File: config.mk
export PLATFORM = sky130hd
export DESIGN_NAME = hbridge_deadtime_flat
export DESIGN_NICKNAME = d
export VERILOG_FILES = /design/src/rtl/hbridge_pkg.sv /design/src/rtl/hbridge_deadtime_if.sv /design/src/rtl/hbridge_leg.sv /design/src/rtl/hbridge_deadtime.sv /design/src/flat_wrapper.sv
export SDC_FILE = /design/constraint.sdc
export NUM_CORES = 1
export LEC_CHECK = 0
export ABC_CLOCK_PERIOD_IN_PS = 3300
export CAP_MARGIN = 20
export CORE_UTILIZATION = 30
export DETAILED_ROUTE_END_ITERATION = 8
export HOLD_SLACK_MARGIN = 0.02
export PLACE_DENSITY = 0.5
export SLEW_MARGIN = 25
export SYNTH_ARGS = -nofsm -noshare
export SYNTH_HDL_FRONTEND = slang
export SYNTH_SLANG_ARGS = --single-unit
File: constraint.sdc
create_clock -name clk -period 3.3 [get_ports clk]
set_clock_uncertainty 0.1 [all_clocks]
set_input_delay 0.33 -clock clk [delete_from_list [all_inputs] [get_ports clk]]
set_output_delay 0.33 -clock clk [all_outputs]
set_load 0.02 [all_outputs]
File: src/rtl/hbridge_pkg.sv
// Shared types for the H-bridge dead-time block: leg states, leg requests
// and the default dead-time counter width.
package hbridge_pkg;

   localparam int DT_BITS_DEFAULT = 8;

   typedef enum logic [1:0] {
      LEG_OFF  = 2'd0,
      LEG_HI   = 2'd1,
      LEG_LO   = 2'd2,
      LEG_DEAD = 2'd3
   } leg_state_t;

   typedef enum logic [1:0] {
      REQ_OFF = 2'd0,
      REQ_HI  = 2'd1,
      REQ_LO  = 2'd2
   } leg_req_t;

   // Requests share the state encoding, so this is a lossless mapping.
   function automatic leg_state_t req_to_state(input leg_req_t r);
      case (r)
         REQ_HI:  return LEG_HI;
         REQ_LO:  return LEG_LO;
         default: return LEG_OFF;
      endcase
   endfunction

endpackage

File: src/rtl/hbridge_deadtime_if.sv
// Control and gate-drive bundle of one H-bridge.
// HBRIDGE_FAULT_EN adds fault_in, fault_clr and faulted.
interface hbridge_deadtime_if #(
   parameter int DT_BITS = hbridge_pkg::DT_BITS_DEFAULT
);
   logic               en;
   logic               pwm_in;
   logic               dir;
   logic               brake;
   logic [DT_BITS-1:0] dead_time;
   logic               a_hi;
   logic               a_lo;
   logic               b_hi;
   logic               b_lo;
   logic               busy;
`ifdef HBRIDGE_FAULT_EN
   logic               fault_in;
   logic               fault_clr;
   logic               faulted;

   modport master (
      output en, pwm_in, dir, brake, dead_time, fault_in, fault_clr,
      input  a_hi, a_lo, b_hi, b_lo, busy, faulted
   );
   modport slave (
      input  en, pwm_in, dir, brake, dead_time, fault_in, fault_clr,
      output a_hi, a_lo, b_hi, b_lo, busy, faulted
   );
`else
   modport master (
      output en, pwm_in, dir, brake, dead_time,
      input  a_hi, a_lo, b_hi, b_lo, busy
   );
   modport slave (
      input  en, pwm_in, dir, brake, dead_time,
      output a_hi, a_lo, b_hi, b_lo, busy
   );
`endif
endinterface

File: src/rtl/hbridge_leg.sv
// One half-bridge leg: break-before-make state machine with a dead-time
// counter. Gates are decoded from registered state only.
module hbridge_leg
   import hbridge_pkg::*;
#(
   parameter int DT_BITS = DT_BITS_DEFAULT
) (
   input  logic               clk,
   input  logic               reset,
   input  leg_req_t           req,
   input  logic [DT_BITS-1:0] dead_time,
   input  logic               force_off,
   output logic               hi,
   output logic               lo,
   output logic               in_dead
);

   leg_state_t         state_reg, state_next;
   logic [DT_BITS-1:0] count_reg, count_next;

   always_ff @(posedge clk or posedge reset) begin
      if (reset) begin
         state_reg <= LEG_OFF;
         count_reg <= '0;
      end else begin
         state_reg <= state_next;
         count_reg <= count_next;
      end
   end

   // The counter is loaded only on entry to DEAD, so request churn while
   // dead never stretches or shortens the gap.
   always_comb begin
      state_next = state_reg;
      count_next = count_reg;
      if (force_off) begin
         state_next = LEG_OFF;
         count_next = '0;
      end else begin
         case (state_reg)
            LEG_OFF: begin
               if (req != REQ_OFF)
                  state_next = req_to_state(req);
            end
            LEG_HI, LEG_LO: begin
               if (req_to_state(req) != state_reg) begin
                  state_next = LEG_DEAD;
                  count_next = dead_time;
               end
            end
            LEG_DEAD: begin
               if (count_reg != '0)
                  count_next = count_reg - DT_BITS'(1);
               else
                  state_next = req_to_state(req);
            end
            default: state_next = LEG_OFF;
         endcase
      end
   end

   always_comb begin
      hi      = (state_reg == LEG_HI);
      lo      = (state_reg == LEG_LO);
      in_dead = (state_reg == LEG_DEAD);
   end

endmodule

File: src/rtl/hbridge_deadtime.sv
// H-bridge gate driver: steers PWM onto the leg chosen by dir, holds the
// other leg low-side on, and inserts dead time. Option: HBRIDGE_FAULT_EN.
module hbridge_deadtime
   import hbridge_pkg::*;
#(
   parameter int DT_BITS = DT_BITS_DEFAULT
) (
   input  logic               clk,
   input  logic               reset,
   hbridge_deadtime_if.slave  bus
);

   leg_req_t leg_req     [2];
   logic     leg_hi      [2];
   logic     leg_lo      [2];
   logic     leg_in_dead [2];
   logic     force_off;
   logic     req_block;

`ifdef HBRIDGE_FAULT_EN
   logic faulted_reg, faulted_next;

   // A simultaneous fault and clear keeps the latch set.
   always_comb begin
      faulted_next = faulted_reg;
      if (bus.fault_in)
         faulted_next = 1'b1;
      else if (bus.fault_clr)
         faulted_next = 1'b0;
   end

   always_ff @(posedge clk or posedge reset) begin
      if (reset)
         faulted_reg <= 1'b0;
      else
         faulted_reg <= faulted_next;
   end

   assign force_off   = bus.fault_in;
   assign req_block   = faulted_reg;
   assign bus.faulted = faulted_reg;
`else
   assign force_off = 1'b0;
   assign req_block = 1'b0;
`endif

   // Leg 0 is A (switches when dir=0), leg 1 is B (switches when dir=1).
   for (genvar gi = 0; gi < 2; gi++) begin : g_leg
      localparam logic LEG_DIR = (gi == 1);

      always_comb begin
         if (!bus.en || req_block)
            leg_req[gi] = REQ_OFF;
         else if (bus.brake)
            leg_req[gi] = REQ_LO;
         else if (bus.dir == LEG_DIR)
            leg_req[gi] = bus.pwm_in ? REQ_HI : REQ_LO;
         else
            leg_req[gi] = REQ_LO;
      end

      hbridge_leg #(
         .DT_BITS (DT_BITS)
      ) u_leg (
         .clk       (clk),
         .reset     (reset),
         .req       (leg_req[gi]),
         .dead_time (bus.dead_time),
         .force_off (force_off),
         .hi        (leg_hi[gi]),
         .lo        (leg_lo[gi]),
         .in_dead   (leg_in_dead[gi])
      );
   end

   assign bus.a_hi = leg_hi[0];
   assign bus.a_lo = leg_lo[0];
   assign bus.b_hi = leg_hi[1];
   assign bus.b_lo = leg_lo[1];
   assign bus.busy = leg_in_dead[0] | leg_in_dead[1];

endmodule

File: src/flat_wrapper.sv
// flat-port wrapper written by rule: the top's interface ports become plain ports
module hbridge_deadtime_flat import hbridge_pkg::*;
#(
   parameter int DT_BITS = DT_BITS_DEFAULT
)
  (clk, reset, bus_en, bus_pwm_in, bus_dir, bus_brake, bus_dead_time, bus_a_hi, bus_a_lo, bus_b_hi, bus_b_lo, bus_busy);
  hbridge_deadtime_if #(.DT_BITS(DT_BITS)) bus_i ();
  input  logic clk;
  input  logic reset;
  input wire logic [$bits(bus_i.en)-1:0] bus_en;
  input wire logic [$bits(bus_i.pwm_in)-1:0] bus_pwm_in;
  input wire logic [$bits(bus_i.dir)-1:0] bus_dir;
  input wire logic [$bits(bus_i.brake)-1:0] bus_brake;
  input wire logic [$bits(bus_i.dead_time)-1:0] bus_dead_time;
  output wire logic [$bits(bus_i.a_hi)-1:0] bus_a_hi;
  output wire logic [$bits(bus_i.a_lo)-1:0] bus_a_lo;
  output wire logic [$bits(bus_i.b_hi)-1:0] bus_b_hi;
  output wire logic [$bits(bus_i.b_lo)-1:0] bus_b_lo;
  output wire logic [$bits(bus_i.busy)-1:0] bus_busy;
  assign bus_i.en = bus_en;
  assign bus_i.pwm_in = bus_pwm_in;
  assign bus_i.dir = bus_dir;
  assign bus_i.brake = bus_brake;
  assign bus_i.dead_time = bus_dead_time;
  assign bus_a_hi = bus_i.a_hi;
  assign bus_a_lo = bus_i.a_lo;
  assign bus_b_hi = bus_i.b_hi;
  assign bus_b_lo = bus_i.b_lo;
  assign bus_busy = bus_i.busy;
  hbridge_deadtime #(.DT_BITS(DT_BITS)) u_core (.clk(clk), .reset(reset), .bus(bus_i));
endmodule
After elaboration in Yosys (flattened, before gate mapping)
Index checks and enable logic that the tools add are counted.
{ "classes": {"add_sub_neg": 2, "mul": 0, "div_mod_pow": 0, "n_lt_le_gt_ge": 0, "eq_ne": 20, "shift": 0, "muxes": 25, "bitwise": 1, "n_reduce_logical": 14} }
{ "ops": {"columns": ["operator", "count"], "rows": [
  ["two-way mux 8 bit", 4],
  ["one-hot mux 8 bit (2 select lines)", 2],
  ["two-way mux 2 bit", 15],
  ["nonzero test 8 bit", 2],
  ["subtractor 8 x 1 -> 8 bit, second input constant", 2],
  ["== test 2 bit, second input constant", 6],
  ["inequality test 2 bit, second input constant", 6],
  ["one-hot mux 2 bit (3 select lines)", 2],
  ["AND reduction 3 bit", 4],
  ["== test 2 x 1 -> 1 bit, second input constant", 4],
  ["one-hot mux 2 bit (2 select lines)", 2],
  ["nonzero test 2 bit", 4],
  ["logical NOT 2 bit", 2],
  ["inequality test 2 x 1 -> 1 bit, second input constant", 2],
  ["inequality test 2 bit", 2],
  ["OR reduction 2 bit", 2],
  ["bitwise OR 1 bit", 1]
]} }
{ "word_totals": {"reg_bits": 20, "latch_bits": 0, "mem_bits_rw": 0, "rom_bits": 0, "word_cells": 66, "n_memories": 0} }

Longest topological paths before layout
Gate-level depths: netlist (run 1).
{ "depth": {"ltp_word": 10, "depth_mapped": 8, "ltp_nobuf": 7} }

Modules after synthesis
From an unflattened synthesis (run 1), not the netlist that was laid out.
{ "unflattened": {"cells_unflattened": 204, "hier_area_um2": 1691.6} }
{ "by_module_without_submodules": {"columns": ["mod", "n_inst", "cells_each", "area_per_inst_um2", "seq_area_each_um2"], "rows": [
  ["hbridge_leg", 2, 98, 818.3, 250.2],
  ["hbridge_deadtime", 1, 8, 55.1, 0.0]
]} }

Least setup slack after synthesis (run 1)
Ideal clock, no wire load.
{ "synth_timing": {"kind": "register -> register", "startpoint": "reg u_core.g_leg[0].u_leg.state_reg[1]", "endpoint": "reg u_core.g_leg[0].u_leg.count_reg[1]", "setup_time_ps": 74, "t_arrival_ps": 1645, "t_required_ps": 3126, "slack_ps": 1481, "stages_incl_launch_ff": 9, "path_buffers": 1, "cell_sequence": "dfrtp_1 -> inv_1 -> ha_1 -> nor2_1 -> a41o_1 -> a31oi_4 -> buf_6 -> o211ai_4 -> o21ai_2"} }
{ "synth_via": {"elab_chain_len": 4, "elab_cells_between_ends": 10, "classes_between": "6 x eq/ne; 1 x mux; 3 x reduce/logical"} }
{ "synth_rtl": {"columns": ["item", "line", "rtl"], "rows": [
  ["from (decl)", "hbridge_leg.sv:18", "leg_state_t state_reg, state_next;"],
  ["from (signal assigned)", "hbridge_leg.sv:26", "state_reg <= state_next;"],
  ["== test 2 x 1 -> 1 bit or == test 2 bit (tied branches)", "hbridge_leg.sv:40", "case (state_reg)"],
  ["OR reduction 2 bit", "hbridge_leg.sv:40", null],
  ["inequality test 2 bit (no source line) or nonzero test 2 bit (tied branches)", null, null],
  ["AND reduction 3 bit (no source line)", null, null],
  ["to (signal assigned)", "hbridge_leg.sv:27", "count_reg <= count_next;"],
  ["to (decl)", "hbridge_leg.sv:19", "logic [DT_BITS-1:0] count_reg, count_next;"]
]} }
Several ways; a longest one is shown, not always the timed one.
A chain may end at the register's enable or synchronous reset.

Worst setup path after layout (run 1)
{ "layout_timing": {"startpoint": "reg u_core.g_leg[1].u_leg.state_reg[0]", "endpoint": "out bus_busy"} }
{ "layout_via": {"elab_chain_len": 2} }
{ "layout_rtl": {"columns": ["item", "line", "rtl"], "rows": [
  ["from (decl)", "hbridge_leg.sv:18", null],
  ["from (signal assigned)", "hbridge_leg.sv:26", null],
  ["== test 2 bit", "hbridge_leg.sv:65", "in_dead = (state_reg == LEG_DEAD);"],
  ["bitwise OR 1 bit", "hbridge_deadtime.sv:80", "assign bus.busy = leg_in_dead[0] | leg_in_dead[1];"],
  ["to (decl)", "flat_wrapper.sv:19", "output wire logic [$bits(bus_i.busy)-1:0] bus_busy;"]
]} }
Every way passes these cells.

==> results of run 1 <==
## stage by stage
| step | utilization [%] | cells | instance area [um^2] | setup WS (ps) | power, mW |
|---|---|---|---|---|---|
| finish | 37.35 | 261 | 1799 | 975.7 | 1.921 |
| global route | 37.35 | 261 | 1799 | 919.6 | 2.098 |
| CTS | 37.35 | 261 | 1799 | 971.5 | 1.929 |
| detailed placement | 36.49 | 258 | 1758 | 874.7 | 1.756 |
| global placement | 36.49 | 258 | 1758 | 932.9 | 1.712 |
| floorplan | - | 178 | 1523 | 1481 | 1.503 |
## final timing paths
path | start | end | slack [ps] | cells past startpoint
min reg2reg | u_core.g_leg[1].u_leg.count_reg[7] | u_core.g_leg[1].u_leg.count_reg[7] | 430 | 2
max | u_core.g_leg[1].u_leg.state_reg[0] | bus_busy | 980 | 3
max in group asynchronous | reset | u_core.g_leg[0].u_leg.count_reg[4] | 2150 | 2
min | reset | u_core.g_leg[0].u_leg.state_reg[1] | 430 | 2
min in group clk | u_core.g_leg[1].u_leg.count_reg[7] | u_core.g_leg[1].u_leg.count_reg[7] | 430 | 2
max reg2reg | u_core.g_leg[0].u_leg.state_reg[1] | u_core.g_leg[0].u_leg.count_reg[6] | 1120 | 7
## cells in the mapped netlist (2+ instances only)
cell      instances
a21oi_1          22
dfrtp_1          20
inv_1            15
nor2_1           15
nand2_1          14
ha_1             12
o21ai_0          12
o22ai_1           6
nor3_1            5
nand2b_1          4
nand3_1           4
a41oi_1           3
clkbuf_1          3
o22a_1            3
o32a_1            3
a22o_1            2
buf_2             2
buf_6             2
nand3b_1          2
or2b_1            2
## layer usage
layer	share of wire, %	vias to the layer above
met5	0	-
met4	0.66	0
met3	2.9	2
met2	48	23
met1	48	657
li1	-	675
## worst max-delay path: stages (launching register included)
cell and delay, ps:
dfrtp_1 430, ha_1 330, or2_2 330, clkdlybuf4s50_1 540
## power groups by stage
stage	sequential, mW	clock, mW	combinational (mW)
final	0.528	0.170	1.22
after global routing	0.546	0.185	1.37
after CTS	0.528	0.172	1.23
after detailed placement	0.534	0	1.22
after global placement	0.527	0	1.18
after floorplan	0.497	0	1.01
## area by class of cell
type	instances	share of cell area, %
multi-input cells	135	50.83
flip-flops and latches	20	27.82
clock buffers	3	2.295
inverters	15	3.129
well taps	67	4.659
repair buffers	21	11.27
## cell families (layout without fill, tap and decap cells)
group / Yosys count / count (layout) / share of synthesized area [%]
multiplexers: 1 / 1 / 0.6574
flip-flops: 20 / 20 / 32.87
buffers and inverters: 23 / 39 / 7.066
AO/OA/AOI/OAI: 65 / 65 / 29.67
adder cells (fa/ha/maj): 12 / 12 / 9.860
AND/OR/NAND/NOR: 57 / 57 / 19.89
==> results.json, run 1 <==
{
  "syn2layout_area_growth_pct": 18.16,
  "multi_input_area_um2": 914.6,
  "antenna_cells": 0,
  "port_buffers": 18,
  "finalCritPeriodShare_pct": 70.43,
  "finalSetupViolCount": 0,
  "dr.first_iter.drc_count": 121,
  "synthTopCellsByArea": "dfrtp_1 (33%), ha_1 (9.9%), a21oi_1 (7.2%)",
  "drive_gt1_share_pct": 8.247,
  "worstSkewPairLatency_ps": 260,
  "hpwlAfterDp_mm": 2.585,
  "ys_async_sr_fraction_pct": 100.0,
  "met3_usage_pct": 2.210,
  "grt_use_met2_pct": 23.46,
  "cts_inserted_buffers": 3,
  "layout_common_cells": "a21oi_1 (22), dfrtp_1 (20), clkdlybuf4s50_1 (18)",
  "overflow": 0,
  "synth_top_area_cell": "dfrtp_1",
  "synthCells": 178,
  "p_per_area_mw_per_mm2": 1067,
  "root_buffer": "clkbuf_8",
  "cts.path.max_buffers": 2,
  "largest_reg_flops": 16,
  "ios": 19,
  "firstDrtPassIters": 4,
  "status": "complete, no violations",
  "tns_ps": 0,
  "grt_util_all_layers_pct": 13.95,
  "wire_per_inst_um": 13.36,
  "cp_max_fo": 10,
  "rsz0062_at_grt": "false",
  "via_count": 1357,
  "synthesis.area_mm2": 0.001523,
  "cts_setup_buffers": 0,
  "yosysSeqAreaShare_pct": 32.87,
  "use_met1_pct": 18.34,
  "die_area_mm2": 0.005365,
  "synth_fp_nets": 204,
  "slew_viol_final": 0,
  "gp_congestion": 0.8774,
  "coreArea_mm2": 0.004817,
  "drc": 0,
  "nFillCells": 504,
  "synth_edf_count": 0,
  "max-slew-margin-rel_pct": 44.42,
  "p_seq_share_pct": 27.5,
  "synth_top_cell_area_share_pct": 32.87,
  "cts.clk_slew.worst_paths_ps": 80,
  "cp-start-kind": "flip-flop",
  "switching_power_uw": 938.3,
  "tightest_slew_ps": 832.8,
  "avgSynthCellArea_um2": 8.555,
  "cts_sinks": 20,
  "busiest_layer": "met2",
  "cp.required_ps": 2870,
  "grt_pass1_vias": 1285,
  "end_kind": "output port",
  "antenna_found_initial": 0,
  "hold-worst-slack_ps": 426.3,
  "hold_path.class": "primary input to async pin",
  "layout_commonest_cell": "a21oi_1",
  "internal_power_uw": 982.3,
  "fin_nets": 222,
  "register_area_um2": 500.5,
  "maxCapViolCount": 0,
  "p_sw_share_pct": 48.85,
  "critPathArrivalTime_ps": 1890,
  "vdd_drop_max_uv": 433.8,
  "grt_start_max_net_pins": 23,
  "worstSetupPathType": "flip-flop to output port",
  "die_height_um": 73.25,
  "finalHoldViolations": 0,
  "drt-total-wl_mm": 3.488,
  "cts_resized": 0,
  "ys_types": 47,
  "synth-seq-cells": 20,
  "comb_power_share_pct": 63.6,
  "vias_per_cell": 5.199,
  "period_minus_slack_ps": 2324,
  "holdBufCountCts": 0,
  "ys.flop_type": "dfrtp_1",
  "yosysWarnings": 0,
  "grt_pass1_wl_mm": 5.789,
  "cts_tree": "done",
  "clock_power_share_pct": 8.9,
  "fp-row-count": 25,
  "power_leakage_nw": 0.7229,
  "htree_levels": 1,
  "fmax_ghz": 0.4302,
  "die_w_um": 73.25,
  "start_util_pct": 31.61,
  "ant_nets": 0
}
No activity file was read; power rests on OpenSTA's default activity.
==> run 2, diff against run 1 <==
ABC_CLOCK_PERIOD_IN_PS = 2180   (was 3300)
clock period = 2.18 ns   (was 3.3 ns; I/O delays follow)
==> results.json, run 2 (synthesized netlist as in run 1, its figures left out) <==
{
  "hold_path.class": "primary input to async pin",
  "antenna_cells": 0,
  "via_count": 1341,
  "met3_length_um": 145,
  "period_minus_slack_ps": 1971,
  "die_area_mm2": 0.005365,
  "slew_viol_final": 0,
  "hold-worst-slack_ps": 181.5,
  "power.total_mw": 3.077,
  "layout_common_cells": "a21oi_1 (22), dfrtp_1 (20), clkdlybuf4s50_1 (17)",
  "drc": 0,
  "placed_cell_area_mm2": 0.001823,
  "cp.required_ps": 2270,
  "start_util_pct": 31.61,
  "slowest_stage": "dfrtp_1",
  "nFillCells": 498,
  "path_common_cell": "a21oi_1",
  "coreArea_mm2": 0.004817,
  "port_buffers": 18,
  "root_buffer": "clkbuf_8",
  "vdd_drop_max_uv": 718.1,
  "syn2layout_area_growth_pct": 23.50,
  "finalCritPeriodShare_pct": 90.42,
  "ios": 19,
  "hpwlAfterDp_mm": 2.638,
  "tightest_slew_ps": 499.5,
  "die_height_um": 73.25,
  "vias_per_cell": 4.985,
  "cts_inserted_buffers": 3,
  "cp-start-kind": "flip-flop",
  "wire_per_inst_um": 13.21,
  "cts_setup_buffers": 0,
  "wl_met2_mm": 1.690,
  "layout_commonest_cell": "a21oi_1",
  "cts_tree": "done",
  "fin_ws_ps": 208.8,
  "route.layer.met1.wl_mm": 1.693,
  "worstPathCellList": "inv_1 > ha_1 > nor2_1 > a41o_1 > a31oi_4 > buf_12 > a21oi_1 > a21oi_1",
  "grt_pass1_vias": 1267,
  "finalSetupViolCount": 0,
  "p_per_area_mw_per_mm2": 1636,
  "cp_max_fo": 16,
  "fin_nets": 229,
  "worstSetupPathType": "flip-flop to flip-flop",
  "overflow": 0,
  "max_stage_delay_ps": 460,
  "grt_util_all_layers_pct": 13.95,
  "topRoutingLayerUsed": "met4",
  "firstDrtPassIters": 4,
  "finalHoldViolations": 0,
  "grt_pass1_wl_mm": 5.754,
  "finalInstanceArea_mm2": 0.001881,
  "critPathArrivalTime_ps": 2060,
  "fp-row-count": 25,
  "dr.first_iter.drc_count": 94,
  "tns_ps": 0,
  "fmax_ghz": 0.5073,
  "drt-total-wl_mm": 3.553,
  "preCtsSetupSlack_ps": 47.68,
  "die_w_um": 73.25,
  "end_kind": "flip-flop",
  "cts_sinks": 20,
  "maxCapViolCount": 0,
  "grt_start_max_net_pins": 22,
  "antenna_found_initial": 0,
  "power_leakage_nw": 0.7774,
  "status": "complete, no violations",
  "drive_gt1_share_pct": 11.88,
  "max-slew-margin-rel_pct": 66.44,
  "worstSkewPairLatency_ps": 260,
  "gp_congestion": 0.8400,
  "cts.path.max_buffers": 2,
  "cts.clk_slew.worst_paths_ps": 80,
  "largest_reg_flops": 16,
  "ant_nets": 0,
  "htree_levels": 1,
  "rsz0062_at_grt": "false"
}
==> run 2: cell types whose count changed in the layout (fill, tap and decap cells not counted) <==
cell / before / now
buf_12: 0 / 1
clkdlybuf4s50_1: 18 / 17
clkbuf_8: 3 / 4
dlymetal6s2s_1: 0 / 1
buf_4: 3 / 9
==> run 2: layout make-up <==
cell class,instances,area (um^2),area share (%)
Clock buffer,4,55.05,2.927
Inverter,15,56.30,2.994
Multi-Input combinational cell,135,914.6,48.64
Sequential cell,20,500.5,26.61
Tap cell,67,83.83,4.458
Timing Repair Buffer,28,270.3,14.37
==> run 2: repair_timing <==
item / CTS / global route
resized for setup: 0 / 1
hold buffers: 0 / 0
endpoints found under the setup margin: 0 / 1
==> run 2: metrics by stage <==
| step | std cells | utilization (%) |
|---|---|---|
| floorplan | 178 | - |
| global placement | 265 | 37.84 |
| detailed placement | 265 | 37.84 |
| CTS | 269 | 38.99 |
| global route | 269 | 39.04 |
| finish | 269 | 39.04 |
==> run 2: final timing paths <==
kind / startpoint / end / slack (ps) / cells past startpoint
max: u_core.g_leg[0].u_leg.state_reg[1] / u_core.g_leg[0].u_leg.count_reg[5] / 210 / 8
min in group clk: u_core.g_leg[1].u_leg.count_reg[7] / u_core.g_leg[1].u_leg.count_reg[7] / 430 / 2
max reg2reg: u_core.g_leg[0].u_leg.state_reg[1] / u_core.g_leg[0].u_leg.count_reg[5] / 210 / 8
min reg2reg: u_core.g_leg[1].u_leg.count_reg[7] / u_core.g_leg[1].u_leg.count_reg[7] / 430 / 2
max in group asynchronous: reset / u_core.g_leg[0].u_leg.count_reg[5] / 1570 / 3
min: reset / u_core.g_leg[1].u_leg.state_reg[0] / 180 / 3
==> run 2: worst max-delay path, delay by kind of cell (launching register included) <==
kind            cells  cell delay (ps)
fa+ha+maj           1              390
compound gates      4              590
flops               1              460
buf+inv             2              290
simple gates        1               70
==> run 2: power by group <==
group          internal (mW)  leakage, nW  total, mW  switching, mW
combinational          0.897        0.521       1.97           1.08
clock                  0.161       0.0288      0.299          0.138
sequential             0.576        0.228      0.804          0.228
total                   1.63        0.777       3.08           1.44
==> run 2: metal layers <==
layer	vias up	global-route usage [%]
met1	616	17.65
met2	29	24.18
li1	694	-
met3	2	2.072
met5	-	0
met4	0	4.575
